[src/rtl/rv_test_monitor_pkg.sv]
// Shared types and defaults for the riscv-tests pass/fail monitor.
package rv_test_pkg;

   // Monitor FSM states; also exported on the debug port.
   typedef enum logic [2:0] {
      ST_IDLE    = 3'd0,
      ST_RUN     = 3'd1,
      ST_SETTLE  = 3'd2,
      ST_DONE    = 3'd3,
      ST_TIMEOUT = 3'd4
   } state_t;

   // riscv-tests register conventions: gp holds the test number, x26/x27 done/result.
   localparam int unsigned DEF_TESTNUM_REG = 3;
   localparam int unsigned DEF_DONE_REG    = 26;
   localparam int unsigned DEF_RESULT_REG  = 27;
   localparam int unsigned DEF_PASS_VALUE  = 1;

   // 32-bit increment that sticks at all-ones instead of wrapping.
   function automatic logic [31:0] sat_inc32(input logic [31:0] v);
      return (&v) ? v : v + 32'd1;
   endfunction

endpackage

[src/rtl/rv_test_monitor_if.sv]
// Snooped register-file write bus, ports flattened (port i at [i*W +: W]).
// Handshake: wr_en[i] is a pure valid strobe for port i; there is no ready,
// the monitor only observes and never back-pressures the register file.
interface rv_test_monitor_if #(
   parameter int unsigned WR_PORTS = 1,
   parameter int unsigned DATA_W   = 32,
   parameter int unsigned REG_AW   = 5
);
   logic [WR_PORTS-1:0]        wr_en;
   logic [WR_PORTS*REG_AW-1:0] wr_addr;
   logic [WR_PORTS*DATA_W-1:0] wr_data;

   modport master (output wr_en, output wr_addr, output wr_data);
   modport slave  (input  wr_en, input  wr_addr, input  wr_data);
endinterface

[src/rtl/rv_wr_snoop.sv]
// Matches all write ports against one target register; the highest
// port index wins when several ports hit in the same cycle.
module rv_wr_snoop #(
   parameter int unsigned WR_PORTS = 1,
   parameter int unsigned DATA_W   = 32,
   parameter int unsigned REG_AW   = 5,
   parameter int unsigned TARGET   = 0
) (
   input  logic [WR_PORTS-1:0]        wr_en,
   input  logic [WR_PORTS*REG_AW-1:0] wr_addr,
   input  logic [WR_PORTS*DATA_W-1:0] wr_data,
   output logic                       hit,
   output logic [DATA_W-1:0]          data
);

   // Ascending scan so later (higher) ports override earlier ones; x0 never matches.
   always_comb begin
      hit  = 1'b0;
      data = '0;
      for (int i = 0; i < int'(WR_PORTS); i++) begin
         if (wr_en[i] && (TARGET != 0) &&
             (wr_addr[i*REG_AW +: REG_AW] == REG_AW'(TARGET))) begin
            hit  = 1'b1;
            data = wr_data[i*DATA_W +: DATA_W];
         end
      end
   end

endmodule

[src/rtl/rv_test_monitor.sv]
// Pass/fail monitor for riscv-tests programs: shadows test-number/done/result
// registers from register-file writes, waits a settle window after done,
// then latches a sticky verdict. A run-cycle watchdog flags hung programs.
module rv_test_monitor
   import rv_test_pkg::*;
#(
   parameter int unsigned WR_PORTS       = 1,
   parameter int unsigned DATA_W         = 32,
   parameter int unsigned REG_AW         = 5,
   parameter int unsigned TESTNUM_REG    = DEF_TESTNUM_REG,
   parameter int unsigned DONE_REG       = DEF_DONE_REG,
   parameter int unsigned RESULT_REG     = DEF_RESULT_REG,
   parameter int unsigned PASS_VALUE     = DEF_PASS_VALUE,
   parameter int unsigned SETTLE_CYCLES  = 2,
   parameter int unsigned TIMEOUT_CYCLES = 100000
) (
   input  logic                clk,
   input  logic                rst,
   input  logic                en,
   rv_test_monitor_if.slave    wr_bus,
   output logic                done,
   output logic                pass,
   output logic                fail,
   output logic                timeout,
   output logic [DATA_W-1:0]   testnum,
   output logic [DATA_W-1:0]   result,
   output logic [31:0]         cycles,
   output state_t              dbg_state
);

   localparam int SCW = (SETTLE_CYCLES > 1) ? $clog2(SETTLE_CYCLES + 1) : 1;

   state_t            state_q, state_d;
   logic [DATA_W-1:0] testnum_q, testnum_d;
   logic [DATA_W-1:0] result_q, result_d;
   logic [31:0]       cycles_q, cycles_d;
   logic [SCW-1:0]    settle_q, settle_d;
   logic              done_q, done_d;
   logic              pass_q, pass_d;
   logic              fail_q, fail_d;
   logic              timeout_q, timeout_d;

   logic              tn_hit, dn_hit, rs_hit;
   logic [DATA_W-1:0] tn_data, dn_data, rs_data;
   logic              done_wr;

   rv_wr_snoop #(.WR_PORTS(WR_PORTS), .DATA_W(DATA_W), .REG_AW(REG_AW), .TARGET(TESTNUM_REG))
   u_snoop_testnum (
      .wr_en(wr_bus.wr_en), .wr_addr(wr_bus.wr_addr), .wr_data(wr_bus.wr_data),
      .hit(tn_hit), .data(tn_data)
   );

   rv_wr_snoop #(.WR_PORTS(WR_PORTS), .DATA_W(DATA_W), .REG_AW(REG_AW), .TARGET(DONE_REG))
   u_snoop_done (
      .wr_en(wr_bus.wr_en), .wr_addr(wr_bus.wr_addr), .wr_data(wr_bus.wr_data),
      .hit(dn_hit), .data(dn_data)
   );

   rv_wr_snoop #(.WR_PORTS(WR_PORTS), .DATA_W(DATA_W), .REG_AW(REG_AW), .TARGET(RESULT_REG))
   u_snoop_result (
      .wr_en(wr_bus.wr_en), .wr_addr(wr_bus.wr_addr), .wr_data(wr_bus.wr_data),
      .hit(rs_hit), .data(rs_data)
   );

   // The winning write to the done register ends the run only if it is non-zero.
   assign done_wr = dn_hit && (|dn_data);

   // Next-state, shadow, counter and registered-output logic.
   always_comb begin
      state_d   = state_q;
      testnum_d = testnum_q;
      result_d  = result_q;
      cycles_d  = cycles_q;
      settle_d  = settle_q;
      done_d    = 1'b0;
      pass_d    = 1'b0;
      fail_d    = 1'b0;
      timeout_d = 1'b0;

      if (!en) begin
         state_d = ST_IDLE;
      end else begin
         unique case (state_q)
            ST_IDLE: begin
               state_d   = ST_RUN;
               testnum_d = '0;
               result_d  = '0;
               cycles_d  = '0;
               settle_d  = '0;
            end
            ST_RUN: begin
               cycles_d = sat_inc32(cycles_q);
               if (tn_hit) testnum_d = tn_data;
               if (rs_hit) result_d = rs_data;
               // Done has priority over a watchdog expiring on the same edge.
               if (done_wr) begin
                  if (SETTLE_CYCLES == 0) begin
                     state_d = ST_DONE;
                  end else begin
                     state_d  = ST_SETTLE;
                     settle_d = SCW'(SETTLE_CYCLES);
                  end
               end else if ((TIMEOUT_CYCLES != 0) && (cycles_d >= 32'(TIMEOUT_CYCLES))) begin
                  state_d = ST_TIMEOUT;
               end
            end
            ST_SETTLE: begin
               cycles_d = sat_inc32(cycles_q);
               if (tn_hit) testnum_d = tn_data;
               if (rs_hit) result_d = rs_data;
               if (settle_q <= SCW'(1)) begin
                  state_d = ST_DONE;
               end else begin
                  settle_d = settle_q - SCW'(1);
               end
            end
            ST_DONE, ST_TIMEOUT: begin
               state_d = state_q;
            end
            default: begin
               state_d = ST_IDLE;
            end
         endcase
      end

      // Verdict follows the state being entered so the outputs are registered.
      done_d    = (state_d == ST_DONE) || (state_d == ST_TIMEOUT);
      pass_d    = (state_d == ST_DONE) && (result_d == DATA_W'(PASS_VALUE));
      fail_d    = ((state_d == ST_DONE) && (result_d != DATA_W'(PASS_VALUE))) ||
                  (state_d == ST_TIMEOUT);
      timeout_d = (state_d == ST_TIMEOUT);
   end

   // State and shadow registers with asynchronous active-low reset.
   always_ff @(posedge clk or negedge rst) begin
      if (!rst) begin
         state_q   <= ST_IDLE;
         testnum_q <= '0;
         result_q  <= '0;
         cycles_q  <= '0;
         settle_q  <= '0;
         done_q    <= 1'b0;
         pass_q    <= 1'b0;
         fail_q    <= 1'b0;
         timeout_q <= 1'b0;
      end else begin
         state_q   <= state_d;
         testnum_q <= testnum_d;
         result_q  <= result_d;
         cycles_q  <= cycles_d;
         settle_q  <= settle_d;
         done_q    <= done_d;
         pass_q    <= pass_d;
         fail_q    <= fail_d;
         timeout_q <= timeout_d;
      end
   end

   assign done      = done_q;
   assign pass      = pass_q;
   assign fail      = fail_q;
   assign timeout   = timeout_q;
   assign testnum   = testnum_q;
   assign result    = result_q;
   assign cycles    = cycles_q;
   assign dbg_state = state_q;

endmodule

[src/flat_wrapper.sv]
// flat-port wrapper written by rule: the top's interface ports become plain ports
module rv_test_monitor_flat import rv_test_pkg::*;
#(
   parameter int unsigned WR_PORTS       = 1,
   parameter int unsigned DATA_W         = 32,
   parameter int unsigned REG_AW         = 5,
   parameter int unsigned TESTNUM_REG    = DEF_TESTNUM_REG,
   parameter int unsigned DONE_REG       = DEF_DONE_REG,
   parameter int unsigned RESULT_REG     = DEF_RESULT_REG,
   parameter int unsigned PASS_VALUE     = DEF_PASS_VALUE,
   parameter int unsigned SETTLE_CYCLES  = 2,
   parameter int unsigned TIMEOUT_CYCLES = 100000
)
  (clk, rst, en, done, pass, fail, timeout, testnum, result, cycles, dbg_state, wr_bus_wr_en, wr_bus_wr_addr, wr_bus_wr_data);
  rv_test_monitor_if #(.WR_PORTS(WR_PORTS), .DATA_W(DATA_W), .REG_AW(REG_AW)) wr_bus_i ();
  input  logic clk;
  input  logic rst;
  input  logic en;
  output logic done;
  output logic pass;
  output logic fail;
  output logic timeout;
  output logic [DATA_W-1:0] testnum;
  output logic [DATA_W-1:0] result;
  output logic [31:0] cycles;
  output state_t dbg_state;
  input wire logic [$bits(wr_bus_i.wr_en)-1:0] wr_bus_wr_en;
  input wire logic [$bits(wr_bus_i.wr_addr)-1:0] wr_bus_wr_addr;
  input wire logic [$bits(wr_bus_i.wr_data)-1:0] wr_bus_wr_data;
  assign wr_bus_i.wr_en = wr_bus_wr_en;
  assign wr_bus_i.wr_addr = wr_bus_wr_addr;
  assign wr_bus_i.wr_data = wr_bus_wr_data;
  rv_test_monitor #(.WR_PORTS(WR_PORTS), .DATA_W(DATA_W), .REG_AW(REG_AW), .TESTNUM_REG(TESTNUM_REG), .DONE_REG(DONE_REG), .RESULT_REG(RESULT_REG), .PASS_VALUE(PASS_VALUE), .SETTLE_CYCLES(SETTLE_CYCLES), .TIMEOUT_CYCLES(TIMEOUT_CYCLES)) u_core (.clk(clk), .rst(rst), .en(en), .wr_bus(wr_bus_i), .done(done), .pass(pass), .fail(fail), .timeout(timeout), .testnum(testnum), .result(result), .cycles(cycles), .dbg_state(dbg_state));
endmodule
[config.mk]
export PLATFORM = sky130hd
export DESIGN_NAME = rv_test_monitor_flat
export DESIGN_NICKNAME = d
export VERILOG_FILES = /design/src/rtl/rv_test_monitor_pkg.sv /design/src/rtl/rv_test_monitor_if.sv /design/src/rtl/rv_wr_snoop.sv /design/src/rtl/rv_test_monitor.sv /design/src/flat_wrapper.sv
export SDC_FILE = /design/constraint.sdc
export NUM_CORES = 1
export LEC_CHECK = 0
export CORE_MARGIN = 2
export CORE_UTILIZATION = 44
export DETAILED_ROUTE_END_ITERATION = 16
export GPL_TIMING_DRIVEN = 0
export HOLD_SLACK_MARGIN = 0.03
export PLACE_DENSITY = 0.73
export SYNTH_ARGS = -nofsm -noshare
export SYNTH_HDL_FRONTEND = slang
export SYNTH_SLANG_ARGS = --single-unit
[constraint.sdc]
create_clock -name clk -period 2.5 [get_ports clk]
set_input_delay 0.5 -clock clk [delete_from_list [all_inputs] [get_ports clk]]
set_output_delay 0.5 -clock clk [all_outputs]
set_load 0.1 [all_outputs]
* Yosys cells after proc, flatten, opt, wreduce, memory -nomap -nowiden *
Index checks and enable logic that the tools add are counted.

storage, ports and cells
  output and inout bits = 103
  input port bits = 41
  bits in registers = 105
  word-level logic and storage cells = 66

operators by class
  add/sub/neg operators = 2
  equal/unequal tests = 14
  magnitude comparators = 2
  muxes and demuxes = 21
  reductions and logical operators = 18

operator list
  kind                                                     number
  two-way mux 32 bit                                       7
  case mux 32 bit (2 select lines)                         3
  adder 32 x 1 -> 32 bit (second input constant)           1
  == test 32 x 1 -> 1 bit (second input constant)          1
  >= comparator 32 x 17 -> 1 bit (second input constant)   1
  inequality test 32 x 1 -> 1 bit (second input constant)  1
  AND reduction 32 bit                                     1
  OR reduction 32 bit                                      1
  two-way mux 3 bit                                        4
  case mux 3 bit (4 select lines)                          1
  == test 5 bit (second input constant)                    2
  == test 3 x 2 -> 1 bit (second input constant)           3
  == test 3 bit (second input constant)                    2
  logical AND 1 bit                                        6
  case mux 2 bit (3 select lines)                          1
  == test 5 x 2 -> 1 bit (second input constant)           1
  two-way mux 2 bit                                        2
  inequality test 2 x 1 -> 1 bit (second input constant)   2
  AND reduction 4 bit                                      1
  OR reduction 2 bit                                       2
  == test 3 x 1 -> 1 bit (second input constant)           1
  logical NOT 3 bit                                        1
  two-way mux 1 bit                                        3
  AND reduction 3 bit                                      1
  7 further kinds                                          8

* Depth between registers and ports, before layout *
  depth after elaboration = 11
  depth in mapped cells = 10
  mapped depth without buffers = 9

* Modules after synthesis *
From an unflattened synthesis, not the netlist that was laid out.

unflattened totals
  cell total of the unflattened synthesis = 731
  area total of the unflattened synthesis = 6241.0 µm²

by module, submodules not included
  module                                 instances  cells an instance  sequential area each (µm²)  area an instance (µm²)
  rv_test_monitor                        1          608                2627.5                      5434.0
  rv_wr_snoop at u_core.u_snoop_result   1          41                 0.0                         279.0
  rv_wr_snoop at u_core.u_snoop_testnum  1          41                 0.0                         275.3
  rv_wr_snoop at u_core.u_snoop_done     1          41                 0.0                         252.7

* Worst setup path after synthesis *
Ideal clock, no wire load.

  kind = register to register
  start = register u_core.cycles_q[0], in the netlist u_core.cycles[0]
  end = register u_core.state_q[0], in the netlist u_core.dbg_state[0]
  data arrival time = 3.201 ns
  path slack = -0.820 ns
  period minus slack after synthesis = 3.320 ns
  stages on the path, launching flop included = 10
  library setup time = 0.119 ns
  data required time = 2.381 ns
  path buffers = 0
  cell sequence = dfrtp_1 -> ha_1 -> nand4_1 -> nor3_2 -> a31oi_1 -> nand3_1 -> mux2_1 -> o2111ai_1 -> nor3_1 -> o21a_1

between the ends
  cells in the longest elaborated chain, start to end = 7
  elaborated cells on any way between the ends = 8
  classes of those cells = add/sub (1); order compare (1); mux (5); reduce/logical (1)

ends and longest elaborated chain
  what                                                            line                       RTL
  start: declaration                                              rv_test_monitor.sv:36      logic [31:0] cycles_q, cycles_d;
  start signal: assignment                                        rv_test_monitor.sv:150     cycles_q <= cycles_d;
  adder 32 x 1 -> 32 bit or AND reduction 32 bit (tied branches)  rv_test_monitor_pkg.sv:21  return (&v) ? v : v + 32'd1;
  two-way mux 32 bit *                                            n/a
  >= comparator 32 x 17 -> 1 bit *                                rv_test_monitor.sv:103     end else if ((TIMEOUT_CYCLES != 0) && (cycles_d >= 32'(TIMEOUT_CYCLES))) begin
  two-way mux 3 bit *                                             rv_test_monitor.sv:103
  two-way mux 3 bit *                                             rv_test_monitor.sv:96      if (done_wr) begin
  case mux 3 bit (4 select lines) *                               rv_test_monitor.sv:83      unique case (state_q)
  two-way mux 3 bit *                                             rv_test_monitor.sv:80      if (!en) begin
  via u_core.state_d[0]                                           rv_test_monitor.sv:33      state_t state_q, state_d;
  end signal: assignment                                          rv_test_monitor.sv:147     state_q <= state_d;
  end: declaration                                                rv_test_monitor.sv:33

The timed path passes the listed nets; every way through them passes the cells marked *.
A chain may end at the register's enable or synchronous reset.

* Worst setup path after layout *
  start = register u_core.cycles_q[5], in the netlist u_core.cycles[5]
  end = register u_core.fail_q, in the netlist u_core.fail

between the ends
  cells in the longest elaborated chain, start to end = 10
  elaborated cells on any way between the ends = 12
  classes of those cells = add/sub (1); order compare (1); eq/ne (2); mux (5); reduce/logical (3)

ends and longest elaborated chain
  what                                                            line                       RTL
  adder 32 x 1 -> 32 bit or AND reduction 32 bit (tied branches)  rv_test_monitor_pkg.sv:21
  two-way mux 32 bit *                                            n/a
  >= comparator 32 x 17 -> 1 bit *                                rv_test_monitor.sv:103
  two-way mux 3 bit *                                             rv_test_monitor.sv:103
  two-way mux 3 bit *                                             rv_test_monitor.sv:96
  case mux 3 bit (4 select lines) *                               rv_test_monitor.sv:83
  two-way mux 3 bit *                                             rv_test_monitor.sv:80
  == test 3 x 2 -> 1 bit                                          rv_test_monitor.sv:129     fail_d = ((state_d == ST_DONE) && (result_d != DATA_W'(PASS_VALUE))) ||
  logical AND 1 bit                                               rv_test_monitor.sv:129
  logical OR 1 bit *                                              rv_test_monitor.sv:129
  via u_core.fail_d                                               rv_test_monitor.sv:40      logic fail_q, fail_d;
  end signal: assignment                                          rv_test_monitor.sv:154     fail_q <= fail_d;
  end: declaration                                                rv_test_monitor.sv:40

Marks and branches as above.

==> flow_results.xml <==
<?xml version="1.0" encoding="UTF-8"?>
<metrics>
  <group name="logic_synthesis">
    <metric name="synth_compound_gate_area_share" unit="%">17.20</metric>
    <metric name="async_reset_ff_share" unit="%">100.0</metric>
    <metric name="netlist_cell_types" unit="">67</metric>
    <metric name="synth-edff-count" unit="">0</metric>
    <metric name="synth_cells" unit="">596</metric>
    <metric name="dominant_combinational_cell_family_by_area_after_synthesis" unit="">simple AND/OR/NAND/NOR gates</metric>
    <metric name="syn_area_per_cell" unit="um^2">9.229</metric>
    <metric name="seq_area_frac_synth" unit="%">47.77</metric>
    <metric name="ys_seq_elements" unit="">105</metric>
    <metric name="synth_area_leaders" unit="">sky130_fd_sc_hd__dfrtp_1 48%, sky130_fd_sc_hd__nand2_1 6.8%, sky130_fd_sc_hd__nand3_1 5.6%, sky130_fd_sc_hd__a22o_1 5.3%, sky130_fd_sc_hd__o21ai_0 3.9%</metric>
    <metric name="ys.warnings.count" unit="">0</metric>
    <metric name="synth.largest_area_cell" unit="">sky130_fd_sc_hd__dfrtp_1</metric>
    <metric name="post_synth_net_total" unit="">639</metric>
    <metric name="synth_largest_type_area_fraction" unit="%">47.77</metric>
    <metric name="synth_xor_area_share" unit="%">1.752</metric>
    <metric name="synth-simple-area-share" unit="%">28.18</metric>
    <metric name="synth.cell_area" unit="um^2">5500</metric>
    <metric name="synth.mux.area_fraction" unit="%">0.5914</metric>
    <metric name="post_synth_fa_ha_maj_area_fraction" unit="%">0.4550</metric>
    <metric name="most_frequently_used_flop_master_after_synthesis" unit="">sky130_fd_sc_hd__dfrtp_1</metric>
  </group>
  <group name="die">
    <metric name="initial_core_util" unit="%">45.41</metric>
    <metric name="io_pins" unit="">144</metric>
    <metric name="rows" unit="">40</metric>
    <metric name="floorplan_die_height" unit="um">115.8</metric>
    <metric name="die_x" unit="um">115.8</metric>
    <metric name="fp.dieArea" unit="um^2">13410</metric>
    <metric name="floorplan.core_area" unit="um^2">12110</metric>
  </group>
  <group name="outcome">
    <metric name="result_of_the_run" unit="">finished, violations left</metric>
    <metric name="failed_checks" unit="">negative setup slack</metric>
  </group>
  <group name="setup_path">
    <metric name="crit_buf_inv" unit="">2</metric>
    <metric name="worst_path_dominant_cell_family" unit="">simple AND/OR/NAND/NOR gates</metric>
    <metric name="critPathRequiredTime" unit="ns">2.73</metric>
    <metric name="crit_path_max_fanout" unit="">5</metric>
    <metric name="critical_path_class" unit="">flop to flop</metric>
    <metric name="data_arrival_time_of_the_critical_path" unit="ns">2.87</metric>
    <metric name="worst_path_most_repeated_cell" unit="">sky130_fd_sc_hd__o22ai_2</metric>
    <metric name="cp_slowest_stage_delay" unit="ns">0.61</metric>
    <metric name="crit_chain" unit="">buf_6, nand3_4, or4_4, nor3_4, buf_4, nand2_1, o22ai_2, o22ai_2, o31ai_4, o211ai_1</metric>
    <metric name="worst_path_max_delay_cell" unit="">sky130_fd_sc_hd__or4_4</metric>
    <metric name="start_kind" unit="">flop</metric>
    <metric name="setup.worst_path.end_class" unit="">flop</metric>
  </group>
  <group name="sta">
    <metric name="final_period_minus_worst_setup_slack" unit="ns">2.645</metric>
    <metric name="clock.fmax" unit="GHz">0.3781</metric>
    <metric name="worst_clk_skew" unit="ns">0.01019</metric>
    <metric name="final_worst_path_cycle_share" unit="%">105.8</metric>
    <metric name="rsz0062_at_grt" unit="">yes</metric>
    <metric name="worst_slew_pin_slew" unit="ns">1.037</metric>
    <metric name="timing.hold.ws" unit="ns">0.1840</metric>
    <metric name="normalized_max_slew_margin" unit="%">30.63</metric>
    <metric name="final_hold_vios" unit="">0</metric>
    <metric name="final_critical_path_setup_slack" unit="ns">-0.1447</metric>
    <metric name="slew_viol_final" unit="">0</metric>
    <metric name="setup_total_neg_slack" unit="ns">-0.5821</metric>
    <metric name="final-setup-viol-count" unit="">6</metric>
  </group>
  <group name="cells_and_area">
    <metric name="mostFrequentLayoutCells" unit="">124 x sky130_fd_sc_hd__clkdlybuf4s50_1, 98 x sky130_fd_sc_hd__nand2_1, 71 x sky130_fd_sc_hd__dfrtp_1</metric>
    <metric name="antenna_cells" unit="">0</metric>
    <metric name="syn_to_final_growth" unit="%">48.45</metric>
    <metric name="share_of_cells_above_drive_strength_1" unit="%">20.43</metric>
    <metric name="num-nets-final" unit="">831</metric>
    <metric name="commonest_non_fill_non_tap_cell_in_the_layout" unit="">sky130_fd_sc_hd__clkdlybuf4s50_1</metric>
    <metric name="stdcell_count" unit="">961</metric>
    <metric name="sequential_cell_area" unit="um^2">2720</metric>
    <metric name="multi_input_comb_area" unit="um^2">2884</metric>
    <metric name="post-route-util" unit="%">67.42</metric>
    <metric name="final_area" unit="um^2">8165</metric>
    <metric name="n_fill_cell" unit="">1010</metric>
  </group>
  <group name="job">
    <metric name="max_cap_viol_count" unit="">0</metric>
  </group>
  <group name="power">
    <metric name="p_total" unit="mW">3.679</metric>
    <metric name="netSwitchingFraction" unit="%">27.13</metric>
    <metric name="internal-power" unit="mW">2.681</metric>
    <metric name="vdd_drop_max" unit="mV">0.4041</metric>
    <metric name="total_leakage_power" unit="nW">3.766</metric>
    <metric name="total_switching_power" unit="uW">998.3</metric>
    <metric name="combinationalPowerShare" unit="%">12.5</metric>
    <metric name="power_density" unit="nW/um^2">450.6</metric>
    <metric name="share_clk_of_total_power" unit="%">40.1</metric>
    <metric name="power_frac_seq" unit="%">47.4</metric>
  </group>
  <group name="clocking">
    <metric name="htree_num_levels" unit="">3</metric>
    <metric name="clkLatencyLatePin" unit="ns">0.36</metric>
    <metric name="cts_tree" unit="">done</metric>
    <metric name="cts_num_sinks" unit="">105</metric>
    <metric name="ctsRootBufferMaster" unit="">sky130_fd_sc_hd__clkbuf_16</metric>
    <metric name="hold_fix_buffers_cts" unit="">0</metric>
    <metric name="ctsLongestPathBuffers" unit="">2</metric>
    <metric name="cts_inserted_buffers" unit="">9</metric>
    <metric name="clkTransAtPathRegs" unit="ns">0.08</metric>
  </group>
  <group name="global_routing">
    <metric name="grt_max_degree" unit="">55</metric>
    <metric name="grt_antenna_before_repair" unit="">0</metric>
    <metric name="first_global_vias" unit="">5410</metric>
    <metric name="grt_pass1_wl" unit="mm">28.80</metric>
    <metric name="track_usage" unit="%">27.87</metric>
    <metric name="grt.overflow.total" unit="">0</metric>
  </group>
  <group name="routing">
    <metric name="antenna_left" unit="">0</metric>
    <metric name="routed_wirelength" unit="mm">18.37</metric>
    <metric name="viasPerCell" unit="">5.917</metric>
    <metric name="drt_iter0_markers" unit="">478</metric>
    <metric name="wl_per_cell" unit="um">19.11</metric>
    <metric name="drt_first_pass_iters" unit="">6</metric>
    <metric name="post-route-drc-count" unit="">0</metric>
    <metric name="route.vias.total" unit="">5686</metric>
  </group>
  <group name="placed_design">
    <metric name="place_ws" unit="ns">-0.7449</metric>
    <metric name="post-dp-hpwl" unit="mm">12.87</metric>
    <metric name="dpl_cell_area" unit="um^2">7300</metric>
    <metric name="placedCellCount" unit="">908</metric>
    <metric name="place.port_buffers" unit="">143</metric>
    <metric name="gp_congestion" unit="">0.9270</metric>
  </group>
  <group name="min_path">
    <metric name="worstHoldPathType" unit="">input pin to asynchronous set/reset pin</metric>
  </group>
</metrics>
-- worst paths after layout --
check	from	to	slack, ns	depth (start not counted)
max	u_core.cycles[5]$_DFFE_PN0P_	u_core.fail$_DFF_PN0_	-0.14	10
min	rst	u_core.cycles[28]$_DFFE_PN0P_	0.18	1
max reg2reg	u_core.cycles[5]$_DFFE_PN0P_	u_core.fail$_DFF_PN0_	-0.14	10
min reg2reg	u_core.testnum[19]$_DFFE_PN0P_	u_core.testnum[19]$_DFFE_PN0P_	0.51	1
max in group asynchronous	rst	u_core.cycles[12]$_DFFE_PN0P_	1.59	2
min in group clk	u_core.testnum[19]$_DFFE_PN0P_	u_core.testnum[19]$_DFFE_PN0P_	0.51	1
-- cell usage after synthesis (all sizes together), types with 8 or more instances --
master,number
o31ai,8
a22o,33
nand3,63
a21oi,20
nor3,13
clkbuf,28
nand4,13
and3,13
nor2,40
nor4,22
dfrtp,105
a31oi,13
o21ai,45
buf,13
nand2,99
-- repair_timing --
item                       in CTS  in global routing
setup buffers                  25                 16
pin swaps                      18                 17
gates resized for setup        38                 50
setup endpoints to repair      41                 44
-- worst reg2reg max path, delay by kind of cell, from the launching register on --
| kind | cells | cell delay (ns) |
|---|---|---|
| DFF | 1 | 0.41 |
| AOI/OAI and AO/OA | 4 | 0.80 |
| buffers and inverters | 2 | 0.28 |
| and+or+nand+nor | 4 | 1.03 |
-- state kept, by name, indices dropped and copies added, names as in the netlist --
signal and cells:
u_core.result 32, u_core.timeout 1, u_core.done 1, u_core.testnum 32
u_core.fail 1, u_core.settle_q 2, u_core.cycles 32, u_core.dbg_state 3
u_core.pass 1
-- routing by layer --
| layer | wire length (um) | up-vias | track usage, % |
|---|---|---|---|
| met1 | 7844 | 2807 | 39.03 |
| met4 | 451 | 0 | 8.651 |
| met5 | 0 | - | 0 |
| met3 | 1552 | 39 | 8.316 |
| li1 | - | 2583 | - |
| met2 | 8515 | 257 | 41.87 |
-- cells by family after synthesis --
kind of cell	after synthesis
buffers and inverters	43
DFF	105
and+or+nand+nor	292
AOI/OAI and AO/OA	140
xor gates and xnor gates	11
muxes	3
adders and majority gates	2
-- final cells by class --
| type | instances | area share [%] |
|---|---|---|
| Sequential cell | 105 | 33.31 |
| Tap cell | 168 | 2.574 |
| Inverter | 2 | 0.09194 |
| Multi-Input combinational cell | 448 | 35.32 |
| Clock inverter | 5 | 0.7815 |
| Buffer | 37 | 2.819 |
| Clock buffer | 11 | 2.973 |
| Timing Repair Buffer | 185 | 22.13 |
-- power by group through the flow --
stage / sequential (mW) / combinational (mW) / clock, mW
CTS: 1.75 / 0.445 / 1.51
global placement: 1.78 / 0.427 / 0
global route: 1.74 / 0.494 / 1.58
floorplan: 1.91 / 0.0986 / 0
detailed placement: 1.78 / 0.441 / 0
finish: 1.74 / 0.462 / 1.48
Power figures use the tool's default switching activity.
